$ cat src/rtl/countdown_timer_bcd.sv
// BCD mm:ss countdown timer. Loads a sanitised preset, counts down once per
// 1 Hz tick with a borrow chain across four BCD digits, pulses done on
// reaching 00:00 and then holds alarm for ALARM_LEN ticks.
module countdown_timer_bcd #(
  parameter int unsigned ALARM_LEN = 5
) (
  input  logic       clk,
  input  logic       reset,
  input  logic       tick,
  input  logic       clear,
  input  logic       load,
  input  logic [7:0] load_min,
  input  logic [7:0] load_sec,
  input  logic       start,
  input  logic       pause,
  output logic [7:0] min_bcd,
  output logic [7:0] sec_bcd,
  output logic       running,
  output logic       done,
  output logic       alarm
);

  typedef enum logic [1:0] {StIdle, StRun, StPause, StAlarm} state_e;

  state_e     state_q, state_d;
  logic [7:0] min_q, min_d;
  logic [7:0] sec_q, sec_d;
  logic [3:0] alarm_cnt_q, alarm_cnt_d;
  logic       running_q, running_d;
  logic       done_q, done_d;
  logic       alarm_q, alarm_d;

  // Saturate a BCD digit at its largest legal value.
  function automatic logic [3:0] clamp(input logic [3:0] v, input logic [3:0] max);
    return (v > max) ? max : v;
  endfunction

  logic [3:0] su_dec, st_dec, mu_dec, mt_dec;
  logic       b_su, b_st, b_mu;
  logic       dec_zero;
  logic       alarm_last;

  // One-second decrement with borrow chain su -> st -> mu -> mt.
  always_comb begin
    b_su     = (sec_q[3:0] == 4'd0);
    su_dec   = b_su ? 4'd9 : sec_q[3:0] - 4'd1;
    b_st     = b_su && (sec_q[7:4] == 4'd0);
    st_dec   = b_su ? ((sec_q[7:4] == 4'd0) ? 4'd5 : sec_q[7:4] - 4'd1) : sec_q[7:4];
    b_mu     = b_st && (min_q[3:0] == 4'd0);
    mu_dec   = b_st ? ((min_q[3:0] == 4'd0) ? 4'd9 : min_q[3:0] - 4'd1) : min_q[3:0];
    // RUN never holds 00:00, so the top digit cannot underflow here.
    mt_dec   = b_mu ? min_q[7:4] - 4'd1 : min_q[7:4];
    dec_zero = ({mt_dec, mu_dec, st_dec, su_dec} == 16'h0000);
    alarm_last = (alarm_cnt_q == 4'(ALARM_LEN - 1));
  end

  // Next-state: command priority clear > load > pause > start > tick.
  always_comb begin
    state_d     = state_q;
    min_d       = min_q;
    sec_d       = sec_q;
    alarm_cnt_d = alarm_cnt_q;
    done_d      = 1'b0;
    if (clear) begin
      state_d     = StIdle;
      min_d       = 8'h00;
      sec_d       = 8'h00;
      alarm_cnt_d = 4'd0;
    end else if (load) begin
      if (state_q == StIdle || state_q == StPause) begin
        min_d = {clamp(load_min[7:4], 4'd5), clamp(load_min[3:0], 4'd9)};
        sec_d = {clamp(load_sec[7:4], 4'd5), clamp(load_sec[3:0], 4'd9)};
      end
    end else if (pause) begin
      if (state_q == StRun) state_d = StPause;
    end else if (start) begin
      if ((state_q == StIdle || state_q == StPause) && ({min_q, sec_q} != 16'h0000)) begin
        state_d = StRun;
      end
    end else if (tick) begin
      if (state_q == StRun) begin
        min_d = {mt_dec, mu_dec};
        sec_d = {st_dec, su_dec};
        if (dec_zero) begin
          state_d     = StAlarm;
          done_d      = 1'b1;
          alarm_cnt_d = 4'd0;
        end
      end else if (state_q == StAlarm) begin
        if (alarm_last) begin
          state_d     = StIdle;
          alarm_cnt_d = 4'd0;
        end else begin
          alarm_cnt_d = alarm_cnt_q + 4'd1;
        end
      end
    end
    running_d = (state_d == StRun);
    alarm_d   = (state_d == StAlarm);
  end

  // State and registered outputs.
  always_ff @(posedge clk or posedge reset) begin
    if (reset) begin
      state_q     <= StIdle;
      min_q       <= 8'h00;
      sec_q       <= 8'h00;
      alarm_cnt_q <= 4'd0;
      running_q   <= 1'b0;
      done_q      <= 1'b0;
      alarm_q     <= 1'b0;
    end else begin
      state_q     <= state_d;
      min_q       <= min_d;
      sec_q       <= sec_d;
      alarm_cnt_q <= alarm_cnt_d;
      running_q   <= running_d;
      done_q      <= done_d;
      alarm_q     <= alarm_d;
    end
  end

  assign min_bcd = min_q;
  assign sec_bcd = sec_q;
  assign running = running_q;
  assign done    = done_q;
  assign alarm   = alarm_q;

endmodule

$ cat config.mk
export PLATFORM = sky130hd
export DESIGN_NAME = countdown_timer_bcd
export DESIGN_NICKNAME = d
export VERILOG_FILES = /design/src/rtl/countdown_timer_bcd.sv
export SDC_FILE = /design/constraint.sdc
export NUM_CORES = 1
export LEC_CHECK = 0
export BUFFER_PORTS_ARGS = -buffer_cell sky130_fd_sc_hd__buf_2
export CORE_MARGIN = 2
export CORE_UTILIZATION = 50
export CTS_BUF_LIST = sky130_fd_sc_hd__clkbuf_8
export CTS_CLUSTER_DIAMETER = 50
export CTS_CLUSTER_SIZE = 12
export DETAILED_ROUTE_END_ITERATION = 8
export PLACE_DENSITY = 0.76
export SYNTH_ARGS = -nofsm -noshare
export SYNTH_HDL_FRONTEND = slang
export SYNTH_SLANG_ARGS = --single-unit
export TNS_END_PERCENT = 20
$ cat constraint.sdc
create_clock -name clk -period 2.4 [get_ports clk]
set_input_delay 0.24 -clock clk [delete_from_list [all_inputs] [get_ports clk]]
set_output_delay 0.24 -clock clk [all_outputs]
set_load 0.02 [all_outputs]
==> key figures, run 1 <==
Clock tree
  • Worst-Skew Late Latency: 0.26 ns
  • # resized after CTS: 0
  • Clock Sinks: 25
  • Clock Tree Buf Depth: 2
  • CTS Root Cell: clkbuf_8
  • # Post-CTS Setup Buffers: 0
  • Num CTS Buffers: 3
  • H-tree depth: 1
  • Worst-path clk slew: 0.08 ns
  • CTS tree: done
  • Post-CTS Hold Buffers: 1

Layout
  • Share of cells above drive strength 1: 0.2282
  • Layout Nets: 269
  • Layout area overhead: 18.75%
  • Design area: 0.001989 sq mm
  • Most common cell after layout, fill and taps aside: buf_2
  • Fin cells: 287
  • Most frequent cells in the layout: buf_2, dfrtp_1, nor2_1
  • Final antenna diode count: 0

Synth
  • Post-synthesis sequential area ratio: 0.3734
  • Synth cell types: 47
  • Yosys warnings: 0
  • Post-synth net total: 227
  • Asr flop ratio synth: 1.000
  • Synth Register Bits: 25
  • Synth Area per Inst: 8.377 sq um
  • Primary FF master, synth: dfrtp_1
  • EDFF count, synth: 0
  • Post-Syn Instances: 200
  • Mapped cell area: 0.001675 sq mm

STA
  • Tmin final: 2.027 ns
  • Clk_skew: 0.003556 ns
  • Slew Viols, Final: 0
  • Final hold vios: 0
  • Fin Setup TNS: 0 ns
  • # setup viols final: 0
  • Relative slew slack: 0.6467
  • Hold WS: 0.2407 ns
  • Final Cycle Share: 0.8448
  • Worst-margin pin slew: 0.5256 ns
  • Max Fclk: 0.4932 GHz
  • RSZ-0062 raised after global routing: false

Run status
  • Outcome: completed

Setup path
  • Worst Path Max Fanout: 10
  • Startpoint types: flop
  • Kind of critical path: reg2reg
  • Critical-path cell list: nor4_4, xnor2_1, nor4bb_1, a311o_1, and2_1
  • Critical Path RT: 2.61 ns
  • Slowest cell on crit path: dfrtp_1
  • CP endpoint kind: flop
  • Max stage delay on crit path: 0.50 ns
  • WP data arrival: 2.23 ns

Floorplan
  • Ports: 42
  • Site Rows: 21
  • Core area: 0.003284 sq mm
  • Width of the die: 61.89 microns
  • DIE AREA: 0.003830 sq mm
  • Die Ht: 61.89 microns
  • Initial core utilization: 0.5101

Global routing
  • Global-route wire length before repair: 6810 microns
  • Global Route Usage Sum: 0.2385
  • Vias in the first global route: 1,502
  • Initial antenna violation count: 0
  • Total congestion overflow: 0
  • Largest net degree at the start of global routing: 19

Pwr
  • Peak VDD IR: 0.3238 mV
  • PwrDens: 547.5 mW/mm^2
  • Leakage: 0.9263 nW
  • Power, Total: 0.001089 W

Routing
  • Avg WL per Cell: 14.87 microns
  • First-pass iteration count of the detailed router: 4
  • DRT iter0 DRCs: 126
  • Routed wire length: 4269 microns
  • Routed vias: 1,683
  • Number of remaining DRC errors: 0
  • Drt via density: 5.864
  • Antenna-violating nets left: 0

Min path
  • Hold Crit Class: in2reg

Placed design
  • Inst Count DP: 282
  • Placed cell area: 0.001934 sq mm
  • GP Congestion: 0.9025
  • Dpl hpwl: 3294 microns
  • PortBufs: 41

Run
  • Max-Cap Viols: 0
path summary, 6_finish.rpt:
| check | cells after the start | startpoint | slack [ns] | end |
|---|---|---|---|---|
| setup reg to reg | 5 | sec_bcd[0] | 0.37 | alarm |
| max in group asynchronous | 4 | reset | 1.35 | sec_bcd[5] |
| hold reg to reg | 1 | alarm_cnt_q[2] | 0.51 | alarm_cnt_q[2] |
| hold / removal | 3 | load_min[5] | 0.24 | min_bcd[5] |
| min in group asynchronous | 3 | reset | 0.49 | sec_bcd[2] |
| setup / recovery | 5 | sec_bcd[0] | 0.37 | alarm |
routing by layer:
metal / part of all wire / up-vias / wire [microns] / global-route usage
li1: - / 827 / - / -
met4: 0.0080 / 0 / 34 / 0.06687
met3: 0.061 / 4 / 261 / 0.03520
met2: 0.48 / 67 / 2052 / 0.4000
met5: 0 / - / 0 / 0
met1: 0.45 / 785 / 1920 / 0.3209
cell type report:
class / instances / area (sq um)
clock buffers: 3 / 41.29
clock inverters: 1 / 3.754
fillers: 337 / 1295
inverters: 11 / 41.29
multi-input cells: 154 / 967.2
flip-flops and latches: 25 / 625.6
well taps: 46 / 57.56
repair buffers: 47 / 252.7
registers in the layout, indices dropped and copies added (netlist names):
register	count
min_bcd	8
sec_bcd	8
alarm_cnt_q	4
state_q	2
alarm	1
done	1
running	1
logic make-up (layout without fill, tap and decap cells):
kind of cell	count (synthesis)	in the layout	share of synthesized area
buffers and inverters	21	62	0.04929
adders and majority gates	4	4	0.02987
xor gates and xnor gates	1	1	0.005229
AOI/OAI and AO/OA	73	73	0.2801
muxes	1	1	0.006721
DFF	25	25	0.3734
and+or+nand+nor	75	75	0.2554
stage by stage:
step,setup WS (ns),utilization
final,0.3726,0.6057
after floorplan,0.4497,-
after CTS,0.3566,0.6057
after detailed placement,0.3814,0.5890
after global routing,0.1432,0.6057
after global placement,0.4506,0.5890
synth_stat cells, types with 5 or more instances:
cell type,number,share of area
o21a_1,5,0.022
nor3_1,9,0.027
o31ai_1,5,0.022
o21ai_0,22,0.066
dfrtp_1,25,0.37
nand2_1,5,0.011
a21oi_1,15,0.045
nand3_1,7,0.021
nor2_1,24,0.054
inv_1,11,0.025
clkbuf_1,7,0.016
power by group:
group          switching (W)  total, W  internal (W)
sequential         0.0000600  0.000513      0.000454
combinational       0.000198  0.000331      0.000133
clock               0.000131  0.000245      0.000114
critical path, delay by kind of cell (launching register included):
family	cells	cell delay [ns]
flip-flops	1	0.50
AND/OR/NAND/NOR	3	1.00
AO/OA/AOI/OAI	1	0.23
XOR/XNOR	1	0.23
Note: power is estimated with default switching activity, not from simulation.
==> run 2, diff against run 1 <==
- ABC_AREA: default -> 1
- PLACE_DENSITY: 0.76 -> 0.75
- clock period: 2.4 -> 2 ns (I/O delays scaled with it)
==> key figures, run 2 <==
Min path
  • Hold Crit Class: in2reg
  • Worst hold start: load_sec[5]

STA
  • Final Cycle Share: 1.001
  • Worst-margin pin slew: 0.3245 ns
  • RSZ-0062 raised after global routing: true
  • Post-route setup slack: -0.001595 ns
  • Final hold vios: 0
  • Relative slew slack: 0.7820
  • # setup viols final: 1
  • Max Fclk: 0.4996 GHz
  • Clk_skew: 0.01131 ns
  • Slew Viols, Final: 0
  • Fin Setup TNS: -0.001595 ns
  • Tmin final: 2.002 ns

Global routing
  • Largest net degree at the start of global routing: 26
  • Global Route Usage Sum: 0.2457
  • Global-route wire length before repair: 7935 microns
  • Initial antenna violation count: 0
  • Vias in the first global route: 1,783
  • Total congestion overflow: 0

Setup path
  • CP endpoint kind: flop
  • R2r startpoint: sec_bcd[3]
  • Critical-path cell list: nor2_4, nand2_4, nor2_4, buf_6, o21ai_0, inv_1, nand2_1, nor2_2, nand3_1, nand2_1, nand2_1, nand2_1, nand2_1, nand2_2, nor2_1
  • Max stage delay on crit path: 0.43 ns
  • Reg-to-reg slack, setup: -0.002 ns
  • Kind of critical path: reg2reg
  • Critical Path Source: sec_bcd[3]
  • R2R Path End: running
  • Startpoint types: flop
  • Slowest cell on crit path: dfrtp_1
  • Worst R2R Path Depth: 15
  • Worst Setup EP: running
  • WP data arrival: 2.16 ns
  • Critical Path RT: 2.15 ns
  • Top cell by count, worst path: nand2_1
  • Worst Path Max Fanout: 8

Synth
  • Synth Area per Inst: 6.957 sq um
  • EDFF count, synth: 0
  • Most common cell in the netlist: nand2_1
  • Post-Syn Instances: 257
  • Cell taking the most area after synthesis: dfrtp_1
  • Synth Register Bits: 25
  • Mapped cell area: 0.001788 sq mm
  • Largest family of logic cells by synthesized area: simple AND/OR/NAND/NOR gates
  • Top cells by area, synth: dfrtp_1, nand2_1, inv_1, nor2_1, nand3_1
  • Post-Synth Adder-Cell Area: 0.02799
  • Asr flop ratio synth: 1.000
  • Synth cell count leaders: nand2_1, inv_1, nor2_1
  • Synth cell types: 34
  • Synth Area in Simple Gates: 0.3310
  • XOR/XNOR Fraction of Synth Area: 0.01470
  • Mux share of post-synthesis cell area: 0
  • Compound-gate portion of the synthesized area: 0.1714
  • Primary FF master, synth: dfrtp_1
  • Post-synth net total: 284
  • Post-synthesis sequential area ratio: 0.3499
  • Area share of the largest cell type after synthesis: 0.3499
  • Yosys warnings: 0

Layout
  • Most common cell after layout, fill and taps aside: nand2_1
  • Fin cells: 377
  • Layout area overhead: 31.21%
  • Final antenna diode count: 0
  • Layout Nets: 359
  • Most frequent cells in the layout: nand2_1, inv_1, buf_2
  • Share of cells above drive strength 1: 0.2961
  • Design area: 0.002346 sq mm

Clock tree
  • CTS tree: done
  • Worst-path clk slew: 0.10 ns
  • Clock Sinks: 25
  • Clock Tree Buf Depth: 2
  • CTS Root Cell: clkbuf_8
  • H-tree depth: 1
  • Worst-Skew Late Latency: 0.28 ns
  • Num CTS Buffers: 3

Floorplan
  • Core area: 0.003390 sq mm
  • Die Ht: 63.80 microns
  • Initial core utilization: 0.5275
  • Ports: 42
  • Site Rows: 21
  • Width of the die: 63.80 microns
  • DIE AREA: 0.004070 sq mm

Routing
  • Antenna-violating nets left: 0
  • Routed wire length: 4758 microns
  • Avg WL per Cell: 12.62 microns
  • First-pass iteration count of the detailed router: 5
  • Routed vias: 1,966
  • Drt via density: 5.215
  • DRT iter0 DRCs: 133
  • Number of remaining DRC errors: 0

Run status
  • Failing checks: negative setup slack
  • Outcome: complete, but fails checks

Placed design
  • Inst Count DP: 366
  • PortBufs: 41
  • Placed cell area: 0.002216 sq mm
  • Dpl hpwl: 3604 microns
  • GP Congestion: 0.9045
  • Setup WS pre-CTS: -0.009856 ns

Pwr
  • PwrDens: 671.8 mW/mm^2
  • Clock power share: 0.197
  • Internal power: 0.0009624 W
  • Sw Pwr: 0.0006136 W
  • Peak VDD IR: 0.4129 mV
  • Net Sw Frac: 0.3893
  • Leakage: 1.250 nW
  • Comb pwr share: 0.430
  • Power, Total: 0.001576 W
  • Sequential power share: 0.373

Run
  • Max-Cap Viols: 0
[run 2: changes by cell type after synthesis, moves of 5 or more]
cell      change
inv_1        +32
clkbuf_1      -6
o31ai_1       -5
nand4_1       +6
nand3_1      +12
nand2_1      +48
[run 2: logic make-up after synthesis]
kind of cell    after synthesis
flops                        25
xor+xnor                      3
fa+ha+maj                     4
buf+inv                      48
simple gates                127
compound gates               50
[run 2: power groups by stage]
stage	combinational [W]	clock, W	sequential (W)
final	0.000678	0.000310	0.000588
after global routing	0.000758	0.000344	0.000594
after CTS	0.000643	0.000313	0.000587
after detailed placement	0.000620	0	0.000596
after global placement	0.000613	0	0.000593
after floorplan	0.000358	0	0.000639
[run 2: worst min path at each step]
stage	endpoint	slack (ns)	cells past startpoint
4_1_cts	sec_bcd[5]	0.20	3
6_report	sec_bcd[5]	0.20	3
2_1_floorplan	alarm	0.23	1
3_5_place_dp	alarm	0.27	3
5_1_grt	sec_bcd[5]	0.21	3
3_3_place_gp	alarm	0.27	3
[run 2: cell type report]
type                       count  area, sq um
timing repair buffer          72        447.9
fill                         303         1044
clock inverter                 1        5.005
inverter                      46        172.7
tap                           46        57.56
multi-input combinational    184        996.0
sequential                    25        625.6
clock buffer                   3        41.29
[run 2: stage by stage]
stage,util,hold WS (ns)
global route,0.6921,0.2058
floorplan,-,0.2273
finish,0.6921,0.1955
detailed placement,0.6537,0.2745
CTS,0.6792,0.1991
global placement,0.6537,0.2735
[run 2: timing repair]
| item | 4_1_cts | 5_1_grt |
|---|---|---|
| pin swaps | 2 | 4 |
| hold endpoints to repair | 25 | 0 |
| hold buffers | 1 | 0 |
| endpoints found under the setup margin | 3 | 9 |
| resized for setup | 3 | 7 |
| buffers inserted | 3 | 3 |
[run 2: routing by layer]
| metal | track usage | part of all wire | vias up |
|---|---|---|---|
| met5 | 0 | 0 | - |
| met4 | 0.09783 | 0.014 | 0 |
| met3 | 0.02993 | 0.057 | 7 |
| met2 | 0.4063 | 0.47 | 65 |
| met1 | 0.3265 | 0.45 | 893 |
| li1 | - | - | 1001 |
[run 2: critical path, delay by kind of cell, from the launching register on]
| family | cells | cell delay (ns) |
|---|---|---|
| DFF | 1 | 0.43 |
| buffers and inverters | 2 | 0.24 |
| AOI/OAI and AO/OA | 1 | 0.09 |
| and+or+nand+nor | 12 | 1.12 |
==> run 3, diff against run 2 <==
- clock period: 2 -> 2.18 ns (I/O delays scaled with it)
==> key figures, run 3 (synthesized netlist as in run 2, its figures left out) <==
Global routing
  • Vias in the first global route: 1,756
  • Largest net degree at the start of global routing: 26
  • Initial antenna violation count: 0
  • Global Route Usage Sum: 0.2375
  • Global-route wire length before repair: 7672 microns
  • Total congestion overflow: 0

Setup path
  • Max stage delay on crit path: 0.46 ns
  • CP endpoint kind: flop
  • Critical Path RT: 2.35 ns
  • Startpoint types: flop
  • Critical-path cell list: nor2_4, nand2_4, nor2_4, buf_6, buf_4, nand3_1, nand2_1, inv_2, nand2_2, nor2_4, nand2_1, nand2_1, nand2_2, nand2_4, o21a_1
  • Reg-to-reg slack, setup: 0.13 ns
  • WP data arrival: 2.22 ns
  • WP buf/inv: 3
  • Kind of critical path: reg2reg
  • Crit path max-delay family: simple AND/OR/NAND/NOR gates
  • Worst Path Max Fanout: 8
  • Slowest cell on crit path: dfrtp_2

Floorplan
  • Width of the die: 63.80 microns
  • Ports: 42
  • Initial core utilization: 0.5275
  • Die Ht: 63.80 microns
  • DIE AREA: 0.004070 sq mm
  • Core area: 0.003390 sq mm
  • Site Rows: 21

Layout
  • Layout area overhead: 27.29%
  • Layout Nets: 349
  • Fill cells: 321
  • Final antenna diode count: 0
  • Most common cell after layout, fill and taps aside: nand2_1
  • Register area: 629.4 sq um
  • Share of cells above drive strength 1: 0.2897
  • Most frequent cells in the layout: nand2_1, inv_1, buf_2
  • Area of the multi-input gates: 0.001002 sq mm
  • Core Util, Final: 0.6715

STA
  • Relative slew slack: 0.7237
  • Worst-margin pin slew: 0.4106 ns
  • Post-route setup slack: 0.1253 ns
  • Fin Setup TNS: 0 ns
  • Tmin final: 2.055 ns
  • Slew Viols, Final: 0
  • Final Cycle Share: 0.9425
  • Final hold vios: 0
  • # setup viols final: 0
  • Clk_skew: 0.002667 ns
  • Max Fclk: 0.4867 GHz

Min path
  • Hold Crit Class: in2reg

Clock tree
  • Num CTS Buffers: 3
  • Clock Sinks: 25
  • CTS tree: done
  • H-tree depth: 1
  • CTS Root Cell: clkbuf_8
  • Worst-path clk slew: 0.09 ns
  • Clock Tree Buf Depth: 2
  • Worst-Skew Late Latency: 0.27 ns

Routing
  • Antenna-violating nets left: 0
  • First-pass iteration count of the detailed router: 5
  • Routed wire length: 4766 microns
  • DRT iter0 DRCs: 154
  • Avg WL per Cell: 12.99 microns
  • Number of remaining DRC errors: 0
  • Routed vias: 1,945
  • Drt via density: 5.300

Placed design
  • PortBufs: 41
  • GP Congestion: 0.9592
  • Setup WS pre-CTS: 0.01841 ns
  • Dpl hpwl: 3476 microns

Pwr
  • Peak VDD IR: 0.4200 mV
  • PwrDens: 621.7 mW/mm^2
  • Power, Total: 0.001415 W
  • Leakage: 1.195 nW

Run status
  • Outcome: completed

Run
  • Max-Cap Viols: 0
## run 3: changes by cell type in the layout (fill, tap and decap cells not counted), sizes merged
cell / change
buf: -10
clkinv: -1
inv: +1
## run 3: cell type report
cell class              instances  share of cell area
flip-flops and latches         25              0.2765
repair buffers                 62              0.1622
inverters                      46             0.07587
clock inverters                 1            0.001649
clock buffers                   3             0.01814
well taps                      46             0.02529
multi-input cells             184              0.4404
## run 3: worst min-delay path: stages
cell and delay [ns]:
buf_2 0.08, nand4_1 0.07, o221ai_1 0.07
## run 3: path summary, 6_finish.rpt
kind / from / endpoint / cells past startpoint
setup / recovery: sec_bcd[1] / alarm_cnt_q[2] / 15
hold / removal: load_min[1] / min_bcd[1] / 3
setup reg to reg: sec_bcd[1] / alarm_cnt_q[2] / 15
hold reg to reg: sec_bcd[2] / sec_bcd[2] / 2
max in group asynchronous: reset / sec_bcd[1] / 4
min in group asynchronous: reset / running / 4
## run 3: where the power goes
part,switching [W],internal (W),leakage (nW)
sequential,0.0000492,0.000504,0.329
combinational,0.000357,0.000230,0.840
clock,0.000149,0.000126,0.0269
## run 3: per-layer routing
layer | vias up | wire length [microns] | part of all wire | global-route usage
met5 | - | 0 | 0 | 0
met4 | 0 | 101 | 0.021 | 0.09783
met3 | 10 | 316 | 0.066 | 0.02465
met2 | 83 | 2246 | 0.47 | 0.3854
met1 | 876 | 2101 | 0.44 | 0.3228
li1 | 976 | - | - | -
## run 3: repair_timing
item                                    CTS  global route
setup buffers                             4             7
endpoints found under the setup margin    1             7
hold buffers                              1             0
endpoints found under the hold margin    12             0
pin swaps                                 1             8
resized for setup                         0            14
## run 3: metrics by stage
stage / hold WS [ns] / cell area, sq um / std cells
finish: 0.2130 / 2276 / 367
global route: 0.2335 / 2276 / 367
CTS: 0.2063 / 2188 / 360
detailed placement: 0.2974 / 2103 / 351
global placement: 0.2869 / 2103 / 351
floorplan: 0.2453 / 1788 / 257
